## src/rtl/regfile_wb_scheduler_if.sv

```systemverilog
// Writeback request bus shared by all execution units feeding the register file write port.
// Requester i owns slice i of each packed field; wb_ready is the one-hot grant back to them.
interface regfile_wb_scheduler_if #(
    parameter int NREQ = 3,
    parameter int XLEN = 32
);
    logic [NREQ-1:0]      wb_valid;
    logic [5*NREQ-1:0]    wb_rd;
    logic [XLEN*NREQ-1:0] wb_data;
    logic [NREQ-1:0]      wb_ready;

    modport master (output wb_valid, output wb_rd, output wb_data, input wb_ready);
    modport slave  (input wb_valid, input wb_rd, input wb_data, output wb_ready);
endinterface

```

## src/rtl/regfile_wb_scheduler.sv

```systemverilog
// Round-robin scheduler for the register file's single write port, plus a 32-entry
// scoreboard of in-flight destinations used by decode for RAW hazard detection.
module regfile_wb_scheduler #(
    parameter int NREQ = 3,
    parameter int XLEN = 32
) (
    input  logic                  clk,
    input  logic                  rst_n,
    regfile_wb_scheduler_if.slave wb,
    output logic                  rf_we,
    output logic [4:0]            rf_rd,
    output logic [XLEN-1:0]       rf_wdata,
    input  logic                  iss_valid,
    input  logic [4:0]            iss_rd,
    output logic                  iss_ready,
    input  logic [4:0]            q_rs1,
    input  logic [4:0]            q_rs2,
    output logic                  rs1_busy,
    output logic                  rs2_busy,
    output logic [31:0]           busy_vec
);

    localparam int              PTR_W    = $clog2(NREQ);
    localparam logic [PTR_W:0]  NREQ_W   = (PTR_W+1)'(NREQ);
    localparam logic [PTR_W-1:0] LAST_IDX = PTR_W'(NREQ-1);

    logic [PTR_W-1:0] r_ptr;
    logic [PTR_W:0]   w_cand;
    logic [PTR_W-1:0] w_gnt_idx;
    logic             w_xfer;
    logic [NREQ-1:0]  w_gnt;
    logic [4:0]       w_sel_rd;
    logic [XLEN-1:0]  w_sel_data;

    logic             r_rf_we;
    logic [4:0]       r_rf_rd;
    logic [XLEN-1:0]  r_rf_wdata;
    logic [31:0]      r_busy;
    logic [31:0]      w_busy_nxt;
    logic             w_iss_fire;

    // Scan from the farthest candidate back to ptr so the last hit, i.e. the
    // first valid index at or after ptr, is the one that sticks.
    // NOTE: blocking assignments in always_comb; every output gets a default first so no latch is inferred.
    always_comb begin
        w_cand    = '0;
        w_xfer    = 1'b0;
        w_gnt_idx = '0;
        for (int k = NREQ-1; k >= 0; k--) begin
            w_cand = {1'b0, r_ptr} + (PTR_W+1)'(k);
            if (w_cand >= NREQ_W) w_cand = w_cand - NREQ_W;
            if (wb.wb_valid[w_cand[PTR_W-1:0]]) begin
                w_xfer    = 1'b1;
                w_gnt_idx = w_cand[PTR_W-1:0];
            end
        end
    end

    always_comb begin
        w_gnt = '0;
        if (w_xfer) w_gnt[w_gnt_idx] = 1'b1;
    end

    assign wb.wb_ready = w_gnt;
    assign w_sel_rd    = wb.wb_rd[5*w_gnt_idx +: 5];
    assign w_sel_data  = wb.wb_data[XLEN*w_gnt_idx +: XLEN];

    // NOTE: sequential state uses non-blocking assignments so every flop samples pre-edge values.
    always_ff @(posedge clk or negedge rst_n) begin
        if (!rst_n) begin
            r_ptr <= '0;
        end else if (w_xfer) begin
            r_ptr <= (w_gnt_idx == LAST_IDX) ? '0 : w_gnt_idx + 1'b1;
        end
    end

    // rd==0 writebacks complete the handshake but never strobe the write port.
    always_ff @(posedge clk or negedge rst_n) begin
        if (!rst_n) begin
            r_rf_we    <= 1'b0;
            r_rf_rd    <= '0;
            r_rf_wdata <= '0;
        end else begin
            r_rf_we <= w_xfer && (w_sel_rd != 5'd0);
            if (w_xfer) begin
                r_rf_rd    <= w_sel_rd;
                r_rf_wdata <= w_sel_data;
            end
        end
    end

    assign iss_ready  = (iss_rd == 5'd0) || !r_busy[iss_rd];
    assign w_iss_fire = iss_valid && iss_ready && (iss_rd != 5'd0);

    // Set is applied after clear: a same-index collision leaves the new writer busy.
    always_comb begin
        w_busy_nxt = r_busy;
        if (r_rf_we)    w_busy_nxt[r_rf_rd] = 1'b0;
        if (w_iss_fire) w_busy_nxt[iss_rd]  = 1'b1;
        w_busy_nxt[0] = 1'b0;
    end

    // NOTE: the scoreboard is a flop vector, not RAM, so it is reset like any other state.
    always_ff @(posedge clk or negedge rst_n) begin
        if (!rst_n) r_busy <= '0;
        else        r_busy <= w_busy_nxt;
    end

    assign rf_we    = r_rf_we;
    assign rf_rd    = r_rf_rd;
    assign rf_wdata = r_rf_wdata;
    assign busy_vec = r_busy;
    assign rs1_busy = r_busy[q_rs1];
    assign rs2_busy = r_busy[q_rs2];

endmodule

```

## src/flat_wrapper.sv

```systemverilog
// flat-port wrapper written by rule: the top's interface ports become plain ports
module regfile_wb_scheduler_flat 
#(
    parameter int NREQ = 3,
    parameter int XLEN = 32
)
  (clk, rst_n, rf_we, rf_rd, rf_wdata, iss_valid, iss_rd, iss_ready, q_rs1, q_rs2, rs1_busy, rs2_busy, busy_vec, wb_wb_valid, wb_wb_rd, wb_wb_data, wb_wb_ready);
  regfile_wb_scheduler_if #(.NREQ(NREQ), .XLEN(XLEN)) wb_i ();
  input  logic clk;
  input  logic rst_n;
  output logic rf_we;
  output logic [4:0] rf_rd;
  output logic [XLEN-1:0] rf_wdata;
  input  logic iss_valid;
  input  logic [4:0] iss_rd;
  output logic iss_ready;
  input  logic [4:0] q_rs1;
  input  logic [4:0] q_rs2;
  output logic rs1_busy;
  output logic rs2_busy;
  output logic [31:0] busy_vec;
  input wire logic [$bits(wb_i.wb_valid)-1:0] wb_wb_valid;
  input wire logic [$bits(wb_i.wb_rd)-1:0] wb_wb_rd;
  input wire logic [$bits(wb_i.wb_data)-1:0] wb_wb_data;
  output wire logic [$bits(wb_i.wb_ready)-1:0] wb_wb_ready;
  assign wb_i.wb_valid = wb_wb_valid;
  assign wb_i.wb_rd = wb_wb_rd;
  assign wb_i.wb_data = wb_wb_data;
  assign wb_wb_ready = wb_i.wb_ready;
  regfile_wb_scheduler #(.NREQ(NREQ), .XLEN(XLEN)) u_core (.clk(clk), .rst_n(rst_n), .wb(wb_i), .rf_we(rf_we), .rf_rd(rf_rd), .rf_wdata(rf_wdata), .iss_valid(iss_valid), .iss_rd(iss_rd), .iss_ready(iss_ready), .q_rs1(q_rs1), .q_rs2(q_rs2), .rs1_busy(rs1_busy), .rs2_busy(rs2_busy), .busy_vec(busy_vec));
endmodule
```

## config.mk

```make
export PLATFORM = sky130hd
export DESIGN_NAME = regfile_wb_scheduler_flat
export DESIGN_NICKNAME = d
export VERILOG_FILES = /design/src/rtl/regfile_wb_scheduler_if.sv /design/src/rtl/regfile_wb_scheduler.sv /design/src/flat_wrapper.sv
export SDC_FILE = /design/constraint.sdc
export NUM_CORES = 1
export LEC_CHECK = 0
export BUFFER_PORTS_ARGS = -buffer_cell sky130_fd_sc_hd__buf_4
export CAP_MARGIN = 30
export CELL_PAD_IN_SITES_DETAIL_PLACEMENT = 0
export CELL_PAD_IN_SITES_GLOBAL_PLACEMENT = 1
export CORE_MARGIN = 4
export CORE_UTILIZATION = 39
export CTS_BUF_LIST = sky130_fd_sc_hd__clkbuf_16
export CTS_CLUSTER_SIZE = 10
export DETAILED_ROUTE_END_ITERATION = 7
export GPL_ROUTABILITY_DRIVEN = 0
export PLACE_DENSITY_LB_ADDON = 0.05
export SETUP_SLACK_MARGIN = 0.02
export SKIP_LAST_GASP = 1
export SYNTH_ARGS = -nofsm -noshare
export SYNTH_HDL_FRONTEND = slang
export SYNTH_SLANG_ARGS = --single-unit
```

## constraint.sdc

```tcl
create_clock -name clk -period 6 [get_ports clk]
set_input_delay 0.3 -clock clk [delete_from_list [all_inputs] [get_ports clk]]
set_output_delay 0.3 -clock clk [all_outputs]
set_load 0.005 [all_outputs]
```

==> impl_metrics.toml, run 1 <==
[floorplanning]
die_area_um2 = 14410
start_util_pct = 40.25
rows = 40
die_x_um = 120.0
ios = 208
core_um2 = 12160
dieHeight_um = 120.0

[critical_path]
cp_top_family = "simple AND/OR/NAND/NOR gates"
end_kind = "output port"
cp.depth = 9
crit_chain = "inv_1, ha_1, a22o_1, o21ai_1, and3_1, and2_2, buf_4, nor3_1, buf_4"
cp.required_ps = 5700
cpPeakStageDelay_ps = 610
worst-setup-path-type = "flip-flop to output port"
cp_common_cell = "buf_4"
startpoint_type = "flip-flop"
cp_slowest_cell = "and2_2"
crit_buf_inv = 3
reg2regPathDepth = 8
cp_max_fo = 39
r2r_slack_ps = 3100
arrival_ps = 3210

[power_and_ir_drop]
power.total_w = 0.003560
powerDensity_nw_per_um2 = 522.6
vdd_ir_drop_max_mv = 0.4639
leakagePower_nw = 3.195

[logic_synthesis]
yosysMostFrequentCell = "dfrtp_1"
synth_top_family_by_area = "multiplexers"
synth_mux_area_share_pct = 30.88
synthAdderAreaFrac_pct = 0.7669
netlist_top_cells_count = "dfrtp_1, o21ai_1, nand2_1, o21ai_0, mux2i_1"
synth.yosys.seq_area_share_pct = 36.30
synth-seq-cells = 71
synthTopCellsByArea = "dfrtp_1, mux4_2, mux2_4"
syn_area_um2 = 4895
synth.largest_area_cell = "dfrtp_1"
yosys.area_share.simple_pct = 12.78
synthDistinctLibCells = 54
synth_nets = 581
synth_enable_flop_cells = 0
netlist_instances = 446
yosysWarnings = 0
synth_flop_cell = "dfrtp_1"
async_flop_share_pct = 100.0
avgSynthCellArea_um2 = 10.97
yosysTopAreaCellShare_pct = 36.30
synth_compound_area_share_pct = 14.44
synthXorXnorAreaFrac_pct = 0

[timing]
period_needed_ps = 3507
slew_headroom_pct = 54.73
max_clock_freq_ghz = 0.2852
slew_violations = 0
period_share_pct = 58.45
rsz0062_at_grt = "false"
fin_tns_setup_ps = 0
max_slew.worst_pin.slew_ps = 679.0
hold_viol = 0
finalSetupViolations = 0
finClkSkew_ps = 7.438

[place]
portBuffers = 206
hpwlAfterDp_um = 11440
placed_cell_area_um2 = 6471

[clock_network]
cts_max_path_buffers = 2
cts_tree = "built"
clock_sinks = 71
insertion_delay_ps = 330
cts-root-buf = "clkbuf_16"
cts-htree-levels = 3
clk_pin_slew_ps = 60
cts_inserted_buffers = 9
post_cts_buffers = 0

[layout]
multiInputGateArea_um2 = 2888
fin_nets = 771
seq_area_um2 = 1777
drive_gt1_share_pct = 47.81
antennaDiodeCount = 0
area_delta_synth_final_pct = 39.16
fin_area_um2 = 6812
fin_util_pct = 56.01
nFillCells = 1144

[global_route]
first_global_vias = 4391
antenna_found_initial = 0
grt-ovfl-total = 0
track_usage_pct = 20.48
grt_max_degree = 72
grt_pass1_wl_um = 23560

[detailed_routing]
drt_first_pass_iters = 4
routed_via_density = 5.324
vias = 4302
wl_um = 14880
drt_iter0_drc = 251
avgRoutedWirePerCell_um = 18.41
drc = 0
antenna_left = 0

[hold_path]
holdPathStages = 3
hp-class = "input port to flip-flop"

[flow_run]
cap_violations = 0

[run_status]
status = "completed"
==> layout by cell type (no fill, tap or decap), drive strengths merged, types with 4 or more instances in the layout <==
master / instances
a21oi: 6
buf: 210
clkbuf: 9
dfrtp: 71
inv: 5
mux2: 40
mux2i: 37
mux4: 25
nand2: 48
nand2b: 9
nand3: 5
nand3b: 12
nor2: 5
nor2b: 4
o21ai: 107
or3b: 5
==> state kept, by name, indices dropped and copies added, names as in the netlist <==
signal,flops
u_core.busy_vec,31
u_core.rf_rd,5
u_core.rf_wdata,32
u_core.r_ptr,2
u_core.rf_we,1
==> cell families after synthesis <==
family | count (synthesis)
AO/OA/AOI/OAI | 128
adder cells (fa/ha/maj) | 3
buffers and inverters | 36
flip-flops | 71
multiplexers | 102
other | 1
AND/OR/NAND/NOR | 105
==> per-stage QoR <==
step / setup slack (ps) / std cells / hold WS, ps
finish: 2493 / 808 / 241.7
global route: 2204 / 808 / 239.9
CTS: 2481 / 806 / 149.5
detailed placement: 2838 / 791 / 475.4
global placement: 2885 / 790 / 468.0
floorplan: 3705 / 446 / 4.409
==> worst register-to-register path, cell delays in order (launching register included) <==
cell     delay [ps]
dfrtp_1         340
inv_1            80
ha_1            420
a22o_1          280
o21ai_1         190
and3_1          250
and2_2          610
buf_4           460
o21ai_1         150
==> final timing paths <==
check | to | from
max | wb_wb_ready[0] | u_core.r_ptr[0]
min | u_core.rf_wdata[24] | wb_wb_data[88]
max reg2reg | u_core.rf_wdata[10] | u_core.r_ptr[0]
min reg2reg | u_core.rf_wdata[31] | u_core.rf_wdata[31]
max in group asynchronous | u_core.rf_wdata[8] | rst_n
min in group asynchronous | u_core.rf_wdata[28] | rst_n
==> layout make-up <==
type	count	share of cell area (%)
well taps	168	3.086
flip-flops and latches	71	26.08
inverters	4	0.2204
multi-input cells	339	42.40
clock inverters	6	1.139
repair buffers	211	23.77
clock buffers	9	3.306
==> where the power goes <==
group	internal, W	switching (W)	total (W)
clock network	0.000357	0.000193	0.000550
registers	0.000737	0.000259	0.000995
logic	0.00108	0.000937	0.00201
==> repair_timing <==
item,CTS,global route
resized for setup,0,0
endpoints found under the setup margin,0,0
hold endpoints to repair,0,2
hold buffers,0,1
==> routing by layer <==
layer  global-route usage [%]  vias up  wire [um]
met4                    4.438        0        120
met3                    5.985       11       1205
met2                    35.37      169       7703
li1                         -     2031          -
met1                    25.39     2091       5847
met5                        0        -          0
(Power assumes the default switching activity.)
==> inputs of run 2 (changes only) <==
--- a/config.mk
+++ b/config.mk
@@ -10,7 +10,7 @@
 export CELL_PAD_IN_SITES_DETAIL_PLACEMENT = 0
 export CELL_PAD_IN_SITES_GLOBAL_PLACEMENT = 1
 export CORE_MARGIN = 4
-export CORE_UTILIZATION = 39
+export CORE_UTILIZATION = 33
 export CTS_BUF_LIST = sky130_fd_sc_hd__clkbuf_16
 export CTS_CLUSTER_SIZE = 10
 export DETAILED_ROUTE_END_ITERATION = 7
==> constraint.sdc (replaced) <==
create_clock -name clk -period 3.04 [get_ports clk]
set_input_delay 0.152 -clock clk [delete_from_list [all_inputs] [get_ports clk]]
set_output_delay 0.152 -clock clk [all_outputs]
set_load 0.005 [all_outputs]
==> impl_metrics.toml, run 2 (synthesis gave the netlist of run 1 again) <==
[run_status]
status = "completed"

[place]
portBuffers = 206
place_ws_ps = 437.2
hpwlAfterDp_um = 11680
dp.cells = 809

[global_route]
grt_max_degree = 72
grt-ovfl-total = 0
grt_pass1_wl_um = 24120
grt_use_met2_pct = 29.81
first_global_vias = 4521
antenna_found_initial = 0
track_usage_pct = 18.46
grt.met3_usage_pct = 6.672
grtUsageMet1_pct = 23.09
gr-max-usage-layer = "met2"

[layout]
largest_register_ffs = 32
final_common_cell = "buf_4"
area_delta_synth_final_pct = 39.44
stdcell_count = 827
final_cell_mix = "buf_4, dfrtp_1, o21ai_1"
drive_gt1_share_pct = 47.90
fin_util_pct = 46.96
fin_nets = 773
antennaDiodeCount = 0

[clock_network]
insertion_delay_ps = 330
cts_tree = "built"
cts_max_path_buffers = 2
postCtsResizedCells = 0
cts_inserted_buffers = 9
post_cts_buffers = 0
cts-root-buf = "clkbuf_16"
clock_sinks = 71
clk_pin_slew_ps = 60
cts-htree-levels = 3

[critical_path]
cpPeakStageDelay_ps = 420
worst-setup-path-type = "flip-flop to output port"
arrival_ps = 2590
cp_slowest_cell = "ha_1"
crit_buf_inv = 3
cp_max_fo = 40
end_kind = "output port"
crit_chain = "inv_1, ha_1, a22o_1, o21ai_1, and3_1, or2_2, buf_12, nor2_1, buf_4"
cp_top_family = "simple AND/OR/NAND/NOR gates"
cp.required_ps = 2890
startpoint_type = "flip-flop"

[detailed_routing]
drc = 0
vias = 4299
wl_um = 15140
avgRoutedWirePerCell_um = 18.31
antenna_left = 0
drt_first_pass_iters = 4
drt_iter0_drc = 204
routed_via_density = 5.198

[timing]
finalSetupViolations = 0
hold_viol = 0
slew_violations = 0
max_clock_freq_ghz = 0.3650
rsz0062_at_grt = "false"
period_share_pct = 90.13
slew_headroom_pct = 57.27
fin_ws_ps = 299.9
period_needed_ps = 2740
finClkSkew_ps = 5.274
max_slew.worst_pin.slew_ps = 624.8
fin_tns_setup_ps = 0

[floorplanning]
ios = 208
core_um2 = 14530
dieHeight_um = 129.8
die_area_um2 = 16850
die_x_um = 129.8
rows = 44
start_util_pct = 33.68

[flow_run]
cap_violations = 0

[hold_path]
hp-class = "input port to flip-flop"

[power_and_ir_drop]
leakagePower_nw = 3.194
powerDensity_nw_per_um2 = 1013
vdd_ir_drop_max_mv = 0.5729
[run 2: path summary, 6_finish.rpt]
kind,from,endpoint,slack [ps],cells after the start
min,wb_wb_data[77],u_core.rf_wdata[13],90,3
min in group asynchronous,rst_n,u_core.rf_wdata[27],200,2
max in group asynchronous,rst_n,u_core.busy_vec[2],2290,3
min reg2reg,u_core.rf_wdata[12],u_core.rf_wdata[12],490,2
max reg2reg,u_core.r_ptr[0],u_core.rf_we,410,9
max,u_core.r_ptr[0],wb_wb_ready[2],300,9
[run 2: timing repair]
action,4_1_cts,5_1_grt
hold buffers,1,0
endpoints found under the hold margin,3,0
endpoints found under the setup margin,0,0
[run 2: report_power, final]
part           internal [W]  total (W)  switching [W]
logic               0.00218    0.00404        0.00186
clock network      0.000537   0.000935       0.000398
registers           0.00145    0.00194       0.000487
[run 2: metal layers]
| metal | vias to the layer above | part of all wire, % |
|---|---|---|
| li1 | 2049 | - |
| met1 | 2047 | 40 |
| met2 | 183 | 48 |
| met3 | 20 | 10 |
| met4 | 0 | 1.7 |
| met5 | - | 0 |
[run 2: area by class of cell]
class                           count  area (um2)
Timing Repair Buffer              213        1659
Sequential cell                    71        1777
Clock buffer                        9       225.2
Fill cell                        1403        7709
Clock inverter                      7       31.28
Tap cell                          184       230.2
Multi-Input combinational cell    339        2888
Inverter                            4       15.01
[run 2: worst min-delay path: cells and delay by family]
family                 cells  cell delay [ps]
buffers and inverters      1               80
multiplexers               1               50
AO/OA/AOI/OAI              1              100
[run 2: through the flow]
stage | hold slack (ps) | power (W) | cell area (um2)
after floorplan | -143.6 | 0.004485 | 4895
after detailed placement | 357.8 | 0.006066 | 6531
after global placement | 367.6 | 0.006013 | 6531
final | 85.67 | 0.006915 | 6825
after CTS | 73.51 | 0.007034 | 6798
after global routing | 87.60 | 0.007542 | 6825
==> inputs of run 3 (changes only) <==
--- a/config.mk
+++ b/config.mk
@@ -11,7 +11,6 @@
 export CELL_PAD_IN_SITES_GLOBAL_PLACEMENT = 1
 export CORE_MARGIN = 4
 export CORE_UTILIZATION = 33
-export CTS_BUF_LIST = sky130_fd_sc_hd__clkbuf_16
 export CTS_CLUSTER_SIZE = 10
 export DETAILED_ROUTE_END_ITERATION = 7
 export GPL_ROUTABILITY_DRIVEN = 0
==> constraint.sdc (replaced) <==
create_clock -name clk -period 3.04 [get_ports clk]
set_input_delay 0.152 -clock clk [delete_from_list [all_inputs] [get_ports clk]]
set_output_delay 0.152 -clock clk [all_outputs]
set_load 0.05 [all_outputs]
==> impl_metrics.toml, run 3 (synthesis gave the netlist of run 1 again) <==
[place]
place_ws_ps = 341.5
portBuffers = 206
hpwlAfterDp_um = 11830

[detailed_routing]
vias = 4298
avgRoutedWirePerCell_um = 19.04
drt_first_pass_iters = 4
wl_um = 15750
drc = 0
routed_via_density = 5.197
antenna_left = 0
drt_iter0_drc = 230

[clock_network]
clock_sinks = 71
cts-htree-levels = 3
cts-root-buf = "clkbuf_16"
clk_pin_slew_ps = 60
cts_tree = "built"
insertion_delay_ps = 340
cts_inserted_buffers = 9
cts_max_path_buffers = 2

[floorplanning]
ios = 208
start_util_pct = 33.68
die_area_um2 = 16850
core_um2 = 14530
die_x_um = 129.8
dieHeight_um = 129.8
rows = 44

[timing]
period_needed_ps = 2795
max_clock_freq_ghz = 0.3578
finalSetupViolations = 0
period_share_pct = 91.93
slew_violations = 0
finClkSkew_ps = 5.614
fin_ws_ps = 245.4
hold_viol = 0
rsz0062_at_grt = "false"
fin_tns_setup_ps = 0

[hold_path]
min_from = "wb_wb_data[66]"
holdPathStages = 3
hp-class = "input port to flip-flop"
hold_end = "u_core.rf_wdata[2]"

[critical_path]
cp_max_fo = 19
cp_top_family = "simple AND/OR/NAND/NOR gates"
cp.depth = 9
end_kind = "output port"
arrival_ps = 2640
cp.required_ps = 2890
startpoint_type = "flip-flop"
worst-setup-path-type = "flip-flop to output port"
r2r_end = "u_core.rf_wdata[15]"
reg2regPathDepth = 9
cpPeakStageDelay_ps = 420
r2r-start = "u_core.r_ptr[0]"
cp_slowest_cell = "ha_1"
crit_buf_inv = 3
r2r_slack_ps = 350
crit_chain = "inv_1, ha_1, a21boi_0, o21ai_1, and3_1, or2_2, buf_12, nor2_1, buf_4"

[power_and_ir_drop]
leakagePower_nw = 3.209
vdd_ir_drop_max_mv = 0.6755
powerDensity_nw_per_um2 = 1305

[flow_run]
cap_violations = 0

[global_route]
grt_pass1_wl_um = 24200
grt_max_degree = 72
first_global_vias = 4465
track_usage_pct = 18.58
antenna_found_initial = 0
grt-ovfl-total = 0

[layout]
drive_gt1_share_pct = 48.37
fin_nets = 774
antennaDiodeCount = 0
final_common_cell = "buf_4"
area_delta_synth_final_pct = 40.87
largest_register_ffs = 32
final_cell_mix = "buf_4, dfrtp_1, o21ai_1"

[run_status]
status = "completed"
-- run 3: how the worst max path moves through the flow --
stage | startpoint | endpoint | slack, ps
4_1_cts | u_core.r_ptr[0] | wb_wb_ready[2] | 170
2_1_floorplan | u_core.r_ptr[0] | wb_wb_ready[0] | 80
3_3_place_gp | u_core.r_ptr[0] | u_core.rf_we | 440
3_5_place_dp | u_core.r_ptr[0] | u_core.rf_wdata[15] | 340
6_report | u_core.r_ptr[0] | wb_wb_ready[2] | 250
5_1_grt | u_core.r_ptr[0] | wb_wb_ready[2] | 50
-- run 3: final cells by class --
class                           count  area [um2]
Multi-Input combinational cell    339        2889
Tap cell                          184       230.2
Clock buffer                        9       225.2
Fill cell                        1393        7639
Sequential cell                    71        1777
Clock inverter                      6       62.56
Timing Repair Buffer              214        1697
Inverter                            4       15.01
-- run 3: through the flow --
stage          hold slack (ps)  std cells  utilization (%)  instance area [um2]  power, W
6_report                 76.97        827            47.44                 6895  0.008998
5_1_grt                  80.93        827            47.44                 6895  0.009595
4_1_cts                  63.94        825            47.07                 6842  0.009034
3_5_place_dp             368.9        809            45.02                 6544  0.007946
3_3_place_gp             359.2        809            45.02                 6544  0.007899
2_1_floorplan           -143.6        446                -                 4895  0.006251
-- run 3: layer usage --
layer	global-route usage, %	wire (um)
met1	23.01	6198
met2	30.72	7742
met3	6.836	1586
met4	5.012	221
met5	0	0
-- run 3: report_power, final --
group          internal, W  switching, W  total [W]
sequential         0.00145      0.000490    0.00194
combinational      0.00231       0.00370    0.00601
clock             0.000627      0.000423    0.00105
total              0.00439       0.00461    0.00900
-- run 3: repair_timing --
action | 4_1_cts | 5_1_grt
resized for setup | 0 | 1
hold buffers | 1 | 0
endpoints found under the hold margin | 3 | 0
setup buffers | 0 | 0
endpoints found under the setup margin | 0 | 2
-- run 3: worst min-delay path, stage by stage --
cell and delay [ps]:
buf_4 80, mux2i_1 50, o21ai_1 100
